==> config.mk <==
export PLATFORM = sky130hd
export DESIGN_NAME = loteria_multi_flat
export DESIGN_NICKNAME = d
export VERILOG_FILES = /design/src/rtl/loteria_multi_if.sv /design/src/rtl/loteria_multi.sv /design/src/flat_wrapper.sv
export SDC_FILE = /design/constraint.sdc
export NUM_CORES = 1
export LEC_CHECK = 0
export BUFFER_PORTS_ARGS = -buffer_cell sky130_fd_sc_hd__buf_2
export CAP_MARGIN = 20
export CORE_ASPECT_RATIO = 0.5
export CORE_UTILIZATION = 35
export DETAILED_ROUTE_END_ITERATION = 8
export HOLD_SLACK_MARGIN = 0.15
export PLACE_DENSITY_LB_ADDON = 0.1
export SLEW_MARGIN = 10
export SYNTH_ARGS = -nofsm -noshare
export SYNTH_HDL_FRONTEND = slang
export SYNTH_SLANG_ARGS = --single-unit
==> constraint.sdc <==
create_clock -name clock -period 6.7 [get_ports clock]
set_input_delay 0.67 -clock clock [delete_from_list [all_inputs] [get_ports clock]]
set_output_delay 0.67 -clock clock [all_outputs]
set_load 0.05 [all_outputs]
==> src/rtl/loteria_multi_if.sv <==
// rtl/loteria_multi_if.sv - player-side bus of the Loteria scorer
// master: drives numero/insere/fim/fim_jogo, observes status and results
// slave : the scorer; receives the controls, drives aceita, jogador, premio,
//         premio_valid, pontos, vencedor, empate, game_over
interface loteria_multi_if #(
  parameter int NUM_W     = 4,
  parameter int N_PLAYERS = 2,
  parameter int SCORE_W   = 5
);
  localparam int PW = $clog2(N_PLAYERS) + 1;

  logic [NUM_W-1:0]             numero;
  logic                         insere;
  logic                         fim;
  logic                         fim_jogo;
  logic                         aceita;
  logic [PW-1:0]                jogador;
  logic [2:0]                   premio;
  logic                         premio_valid;
  logic [N_PLAYERS*SCORE_W-1:0] pontos;
  logic [PW-1:0]                vencedor;
  logic                         empate;
  logic                         game_over;

  modport master (
    output numero, insere, fim, fim_jogo,
    input  aceita, jogador, premio, premio_valid, pontos, vencedor, empate, game_over
  );

  modport slave (
    input  numero, insere, fim, fim_jogo,
    output aceita, jogador, premio, premio_valid, pontos, vencedor, empate, game_over
  );
endinterface

==> src/rtl/loteria_multi.sv <==
// rtl/loteria_multi.sv - multi-player lottery scorer with saturating scores
// clock : rising-edge system clock
// reset : asynchronous active-low, clears all state
// bus   : loteria_multi_if slave (draw/bet entry, prize, scores, winner)
module loteria_multi #(
  parameter int NUM_W     = 4,
  parameter int BET_LEN   = 5,
  parameter int N_PLAYERS = 2,
  parameter int SCORE_W   = 5
) (
  input  logic               clock,
  input  logic               reset,
  loteria_multi_if.slave     bus
);
  localparam int PW = $clog2(N_PLAYERS) + 1;
  localparam int CW = $clog2(BET_LEN + 1);
  localparam logic [SCORE_W+3:0] SCORE_MAX = (SCORE_W+4)'((1 << SCORE_W) - 1);

  typedef enum logic [1:0] {S_DRAW, S_BET, S_EVAL, S_DONE} state_t;

  state_t             state_q, state_d;
  logic [CW-1:0]      cnt_q, cnt_d;
  logic [PW-1:0]      jog_q, jog_d;
  logic [NUM_W-1:0]   draw_q [BET_LEN];
  logic [NUM_W-1:0]   draw_d [BET_LEN];
  logic [NUM_W-1:0]   bet_q  [BET_LEN];
  logic [NUM_W-1:0]   bet_d  [BET_LEN];
  logic [BET_LEN-1:0] val_q, val_d;
  logic [2:0]         premio_q, premio_d;
  logic [SCORE_W-1:0] score_q [N_PLAYERS];
  logic [SCORE_W-1:0] score_d [N_PLAYERS];

  logic [CW-1:0]      hits, run, run_max;
  logic [2:0]         cat;
  logic [3:0]         pts;
  logic               aceita;

  // Prize classification of the bet currently held; only consumed in S_EVAL.
  always_comb begin
    hits    = '0;
    run     = '0;
    run_max = '0;
    for (int i = 0; i < BET_LEN; i++) begin
      if (val_q[i] && bet_q[i] == draw_q[i]) begin
        hits = hits + 1'b1;
        run  = run + 1'b1;
        if (run > run_max) run_max = run;
      end else begin
        run = '0;
      end
    end
    if (hits == CW'(BET_LEN))     cat = 3'd5;
    else if (run_max >= CW'(3))   cat = 3'd4;
    else if (hits >= CW'(3))      cat = 3'd3;
    else                          cat = 3'(hits);
    case (cat)
      3'd1:    pts = 4'd1;
      3'd2:    pts = 4'd2;
      3'd3:    pts = 4'd4;
      3'd4:    pts = 4'd6;
      3'd5:    pts = 4'd10;
      default: pts = 4'd0;
    endcase
  end

  always_comb begin
    state_d  = state_q;
    cnt_d    = cnt_q;
    jog_d    = jog_q;
    draw_d   = draw_q;
    bet_d    = bet_q;
    val_d    = val_q;
    premio_d = premio_q;
    score_d  = score_q;
    aceita   = 1'b0;
    case (state_q)
      S_DRAW: begin
        aceita = 1'b1;
        if (bus.fim_jogo) begin
          state_d = S_DONE;
        end else if (bus.insere) begin
          for (int i = 0; i < BET_LEN; i++)
            if (cnt_q == CW'(i)) draw_d[i] = bus.numero;
          if (cnt_q == CW'(BET_LEN - 1)) begin
            cnt_d   = '0;
            state_d = S_BET;
          end else begin
            cnt_d = cnt_q + 1'b1;
          end
        end
      end
      S_BET: begin
        aceita = (cnt_q < CW'(BET_LEN));
        if (bus.fim_jogo) begin
          state_d = S_DONE;
        end else begin
          // A number arriving with fim is stored before the bet closes.
          if (bus.insere && aceita) begin
            for (int i = 0; i < BET_LEN; i++)
              if (cnt_q == CW'(i)) begin
                bet_d[i] = bus.numero;
                val_d[i] = 1'b1;
              end
            cnt_d = cnt_q + 1'b1;
          end
          if (bus.fim) state_d = S_EVAL;
        end
      end
      S_EVAL: begin
        premio_d = cat;
        for (int k = 0; k < N_PLAYERS; k++)
          if (jog_q == PW'(k)) begin
            logic [SCORE_W+3:0] sum;
            sum = (SCORE_W+4)'(score_q[k]) + (SCORE_W+4)'(pts);
            score_d[k] = (sum > SCORE_MAX) ? SCORE_MAX[SCORE_W-1:0] : sum[SCORE_W-1:0];
          end
        jog_d   = (jog_q == PW'(N_PLAYERS - 1)) ? '0 : jog_q + 1'b1;
        cnt_d   = '0;
        val_d   = '0;
        state_d = S_BET;
      end
      default: ;
    endcase
  end

  always_ff @(posedge clock or negedge reset) begin
    if (!reset) begin
      state_q  <= S_DRAW;
      cnt_q    <= '0;
      jog_q    <= '0;
      val_q    <= '0;
      premio_q <= '0;
      for (int i = 0; i < BET_LEN; i++) begin
        draw_q[i] <= '0;
        bet_q[i]  <= '0;
      end
      for (int k = 0; k < N_PLAYERS; k++) score_q[k] <= '0;
    end else begin
      state_q  <= state_d;
      cnt_q    <= cnt_d;
      jog_q    <= jog_d;
      val_q    <= val_d;
      premio_q <= premio_d;
      draw_q   <= draw_d;
      bet_q    <= bet_d;
      score_q  <= score_d;
    end
  end

  // Winner search: strictly greater keeps the lowest index, equality flags a tie.
  logic [SCORE_W-1:0] best;
  logic [PW-1:0]      best_idx;
  logic               tie;
  always_comb begin
    best     = score_q[0];
    best_idx = '0;
    tie      = 1'b0;
    for (int k = 1; k < N_PLAYERS; k++) begin
      if (score_q[k] > best) begin
        best     = score_q[k];
        best_idx = PW'(k);
        tie      = 1'b0;
      end else if (score_q[k] == best) begin
        tie = 1'b1;
      end
    end
  end

  always_comb begin
    bus.pontos = '0;
    for (int k = 0; k < N_PLAYERS; k++)
      bus.pontos[k*SCORE_W +: SCORE_W] = score_q[k];
  end

  assign bus.aceita       = aceita;
  assign bus.jogador      = jog_q;
  assign bus.premio       = (state_q == S_EVAL) ? cat : premio_q;
  assign bus.premio_valid = (state_q == S_EVAL);
  assign bus.game_over    = (state_q == S_DONE);
  assign bus.vencedor     = (state_q == S_DONE) ? best_idx : '0;
  assign bus.empate       = (state_q == S_DONE) && tie;
endmodule

==> src/flat_wrapper.sv <==
// flat-port wrapper written by rule: the top's interface ports become plain ports
module loteria_multi_flat 
#(
  parameter int NUM_W     = 4,
  parameter int BET_LEN   = 5,
  parameter int N_PLAYERS = 2,
  parameter int SCORE_W   = 5
)
  (clock, reset, bus_numero, bus_insere, bus_fim, bus_fim_jogo, bus_aceita, bus_jogador, bus_premio, bus_premio_valid, bus_pontos, bus_vencedor, bus_empate, bus_game_over);
  loteria_multi_if #(.NUM_W(NUM_W), .N_PLAYERS(N_PLAYERS), .SCORE_W(SCORE_W)) bus_i ();
  input  logic clock;
  input  logic reset;
  input wire logic [$bits(bus_i.numero)-1:0] bus_numero;
  input wire logic [$bits(bus_i.insere)-1:0] bus_insere;
  input wire logic [$bits(bus_i.fim)-1:0] bus_fim;
  input wire logic [$bits(bus_i.fim_jogo)-1:0] bus_fim_jogo;
  output wire logic [$bits(bus_i.aceita)-1:0] bus_aceita;
  output wire logic [$bits(bus_i.jogador)-1:0] bus_jogador;
  output wire logic [$bits(bus_i.premio)-1:0] bus_premio;
  output wire logic [$bits(bus_i.premio_valid)-1:0] bus_premio_valid;
  output wire logic [$bits(bus_i.pontos)-1:0] bus_pontos;
  output wire logic [$bits(bus_i.vencedor)-1:0] bus_vencedor;
  output wire logic [$bits(bus_i.empate)-1:0] bus_empate;
  output wire logic [$bits(bus_i.game_over)-1:0] bus_game_over;
  assign bus_i.numero = bus_numero;
  assign bus_i.insere = bus_insere;
  assign bus_i.fim = bus_fim;
  assign bus_i.fim_jogo = bus_fim_jogo;
  assign bus_aceita = bus_i.aceita;
  assign bus_jogador = bus_i.jogador;
  assign bus_premio = bus_i.premio;
  assign bus_premio_valid = bus_i.premio_valid;
  assign bus_pontos = bus_i.pontos;
  assign bus_vencedor = bus_i.vencedor;
  assign bus_empate = bus_i.empate;
  assign bus_game_over = bus_i.game_over;
  loteria_multi #(.NUM_W(NUM_W), .BET_LEN(BET_LEN), .N_PLAYERS(N_PLAYERS), .SCORE_W(SCORE_W)) u_core (.clock(clock), .reset(reset), .bus(bus_i));
endmodule
==> flow_metrics.env <==
export IMPL_run_status="completed"
export IMPL_vias_per_cell=5.207
export IMPL_post_cts_buffers=0
export IMPL_start_kind="flip-flop"
export IMPL_drive_above_1_share_pct=20.91
export IMPL_critPathMaxFanout=6
export IMPL_cts_root_buf="clkbuf_16"
export IMPL_critPathArrivalTime_ns=6.47
export IMPL_final_cell_area_mm2=0.005009
export IMPL_synthFlopType="dfrtp_1"
export IMPL_place_gp_congestion=0.8286
export IMPL_yosysWarnings=0
export IMPL_overflow=0
export IMPL_cts_tree="yes"
export IMPL_grt_pass1_wl_um=17110
export IMPL_synthArstFlopShare_pct=100.0
export IMPL_clkSinkCount=65
export IMPL_initial_core_util_pct=36.42
export IMPL_avgSynthCellArea_um2=9.550
export IMPL_rsz0062_at_grt="false"
export IMPL_hold_path_class="reg -> reg"
export IMPL_num_antenna_cells=0
export IMPL_placed_cell_area_mm2=0.004649
export IMPL_pre_cts_ws_ns=0.2327
export IMPL_wl_met3_um=318
export IMPL_power_density_mw_per_mm2=552.8
export IMPL_pin_count=30
export IMPL_power_leakage_nw=2.358
export IMPL_grtUsageTotal_pct=16.87
export IMPL_final_net_count=519
export IMPL_coreArea_mm2=0.01198
export IMPL_synth_cell_area_mm2=0.004364
export IMPL_drc_errors=0
export IMPL_top_layer_used="met4"
export IMPL_grt_max_degree=66
export IMPL_cts_clk_slew_worst_paths_ns=0.06
export IMPL_antenna_found_initial=0
export IMPL_wl_met2_um=4429
export IMPL_worstPathRequired_ns=6.91
export IMPL_die_area_mm2=0.01295
export IMPL_tightest_slew_ns=0.8604
export IMPL_finalHoldViolations=0
export IMPL_rows=28
export IMPL_drtPass1Iterations=5
export IMPL_wirelength_um=10170
export IMPL_setup_tns_ns=0
export IMPL_via_count=3374
export IMPL_drv_cap=0
export IMPL_final_cell_mix="dfrtp_1, nand2_1, mux2_2, ha_1, inv_1"
export IMPL_max_slew_margin_pct=42.64
export IMPL_timing_fmax_mhz=159.7
export IMPL_ctsHoldBuffers=0
export IMPL_holdPathStages=2
export IMPL_end_kind="flip-flop"
export IMPL_placement_io_buffers=28
export IMPL_ys_ff_latch=65
export IMPL_synth_edf_count=0
export IMPL_critPathKind="reg -> reg"
export IMPL_die_h_um=80.96
export IMPL_mostFrequentLayoutCell="dfrtp_1"
export IMPL_grt_pass1_vias=3307
export IMPL_die_w_um=159.9
export IMPL_yosysSeqAreaShare_pct=37.27
export IMPL_clock_latency_ns=0.33
export IMPL_fin_worst_skew_ns=0.007181
export IMPL_cts_buffers=9
export IMPL_hpwl_um=7389
export IMPL_drtAntennaViolNets=0
export IMPL_setup_ws_ns=0.4376
export IMPL_min_period_over_period_pct=93.47
export IMPL_area_growth_pct=14.76
export IMPL_synthCells=457
export IMPL_clockBufferDepth=2
export IMPL_setup_viol=0
export IMPL_synth_distinct_cells=68
export IMPL_synthesis_nets=497
export IMPL_hold_slack_ns=0.4920
export IMPL_fin_crit_ns=6.262
export IMPL_h_tree_depth=3
export IMPL_worstRegToRegCells=26
export IMPL_wl_met1_um=5307
export IMPL_routedWlPerCell_um=15.69
export IMPL_peakVddDrop_mv=0.2132
export IMPL_slew_viol_final=0
export IMPL_drt_iter0_drc=182
export IMPL_ctsResizeCount=0
[worst paths after layout]
kind	from	endpoint	slack, ns
worst max register to register	u_core.draw_q[19]	u_core.bus.pontos[4]	0.44
max in group asynchronous	reset	u_core.bus.pontos[4]	5.60
worst max-delay path	u_core.draw_q[19]	u_core.bus.pontos[4]	0.44
worst min-delay path	u_core.val_q[0]	u_core.val_q[0]	0.49
min in group asynchronous	reset	u_core.bet_q[13]	0.53
worst min register to register	u_core.val_q[0]	u_core.val_q[0]	0.49
[cell families after synthesis]
logic type / count (synthesis) / synth area share (%)
other: 1 / 0.08593
XOR/XNOR: 32 / 6.422
AND/OR/NAND/NOR: 140 / 15.85
buffers and inverters: 50 / 4.501
flip-flops: 65 / 37.27
AO/OA/AOI/OAI: 87 / 13.91
multiplexers: 45 / 11.58
adder cells (fa/ha/maj): 37 / 10.38
[synthesized netlist by cell type (all sizes together) (4+ instances only)]
master,number,area share [%]
a211oi,5,0.86
nor3,11,1.4
xnor2,18,3.6
mux2i,4,0.92
nand2,42,3.6
a21oi,14,1.6
nor2,27,2.4
o21ai,21,2.4
ha,31,8.9
buf,9,0.97
maj3,6,1.5
a2111oi,4,0.83
o31ai,4,0.69
nand4,5,0.72
and2,6,0.86
and3,9,1.3
xor2,14,2.8
mux2,41,11
clkbuf,11,0.95
nor2b,5,0.72
dfrtp,65,37
nand3,20,2.4
inv,30,2.6
a21o,5,0.86
[layout make-up]
type | count | area, µm²
Clock buffer | 9 | 225.2
Clock inverter | 6 | 115.1
Fill cell | 1210 | 6973
Inverter | 30 | 112.6
Multi-Input combinational cell | 342 | 2560
Sequential cell | 65 | 1627
Tap cell | 165 | 206.4
Timing Repair Buffer | 31 | 162.7
[routing by layer]
metal,GRT usage (%),vias to the layer above
met4,4.667,0
li1,-,1679
met1,22.33,1632
met5,0,-
met2,27.87,51
met3,3.933,12
[metrics by stage]
stage          cells  power, W  util (%)
3_5_place_dp     633  0.002216     38.81
2_1_floorplan    457  0.001883         -
6_report         648  0.002769     41.80
4_1_cts          648  0.002773     41.65
3_3_place_gp     633  0.002210     38.81
5_1_grt          648  0.002997     41.80
[sequential cells by signal, indices dropped and copies added, names as in the netlist]
register,flops
u_core.bet_q,20
u_core.bus.jogador,2
u_core.bus.pontos,10
u_core.cnt_q,3
u_core.draw_q,20
u_core.premio_q,3
u_core.state_q,2
u_core.val_q,5
[worst max-delay path, cell delays in order, from the launching register on]
cell,delay [ns]
dfrtp_1,0.38
xor2_1,0.16
nor2_1,0.09
and4_2,0.32
inv_1,0.13
ha_1,0.27
ha_1,0.32
and3_1,0.18
ha_1,0.25
o2111ai_1,0.15
a211oi_2,0.37
a311oi_2,0.10
a21o_1,0.20
ha_1,0.29
nor2b_1,0.13
o21ai_0,0.24
a21oi_1,0.15
nor4b_1,0.28
nor3_1,0.14
a211o_1,0.32
or3_4,0.44
xnor2_1,0.14
ha_1,0.18
a21o_1,0.17
maj3_1,0.37
o31a_1,0.24
o41a_1,0.10
[power by group]
group / leakage, nW / total (W) / internal [W] / switching [W]
Sequential: 0.832 / 0.000685 / 0.000556 / 0.000128
Combinational: 1.36 / 0.00154 / 0.000610 / 0.000930
Clock: 0.162 / 0.000544 / 0.000363 / 0.000181
Total: 2.36 / 0.00277 / 0.00153 / 0.00124
(Power assumes the default switching activity.)
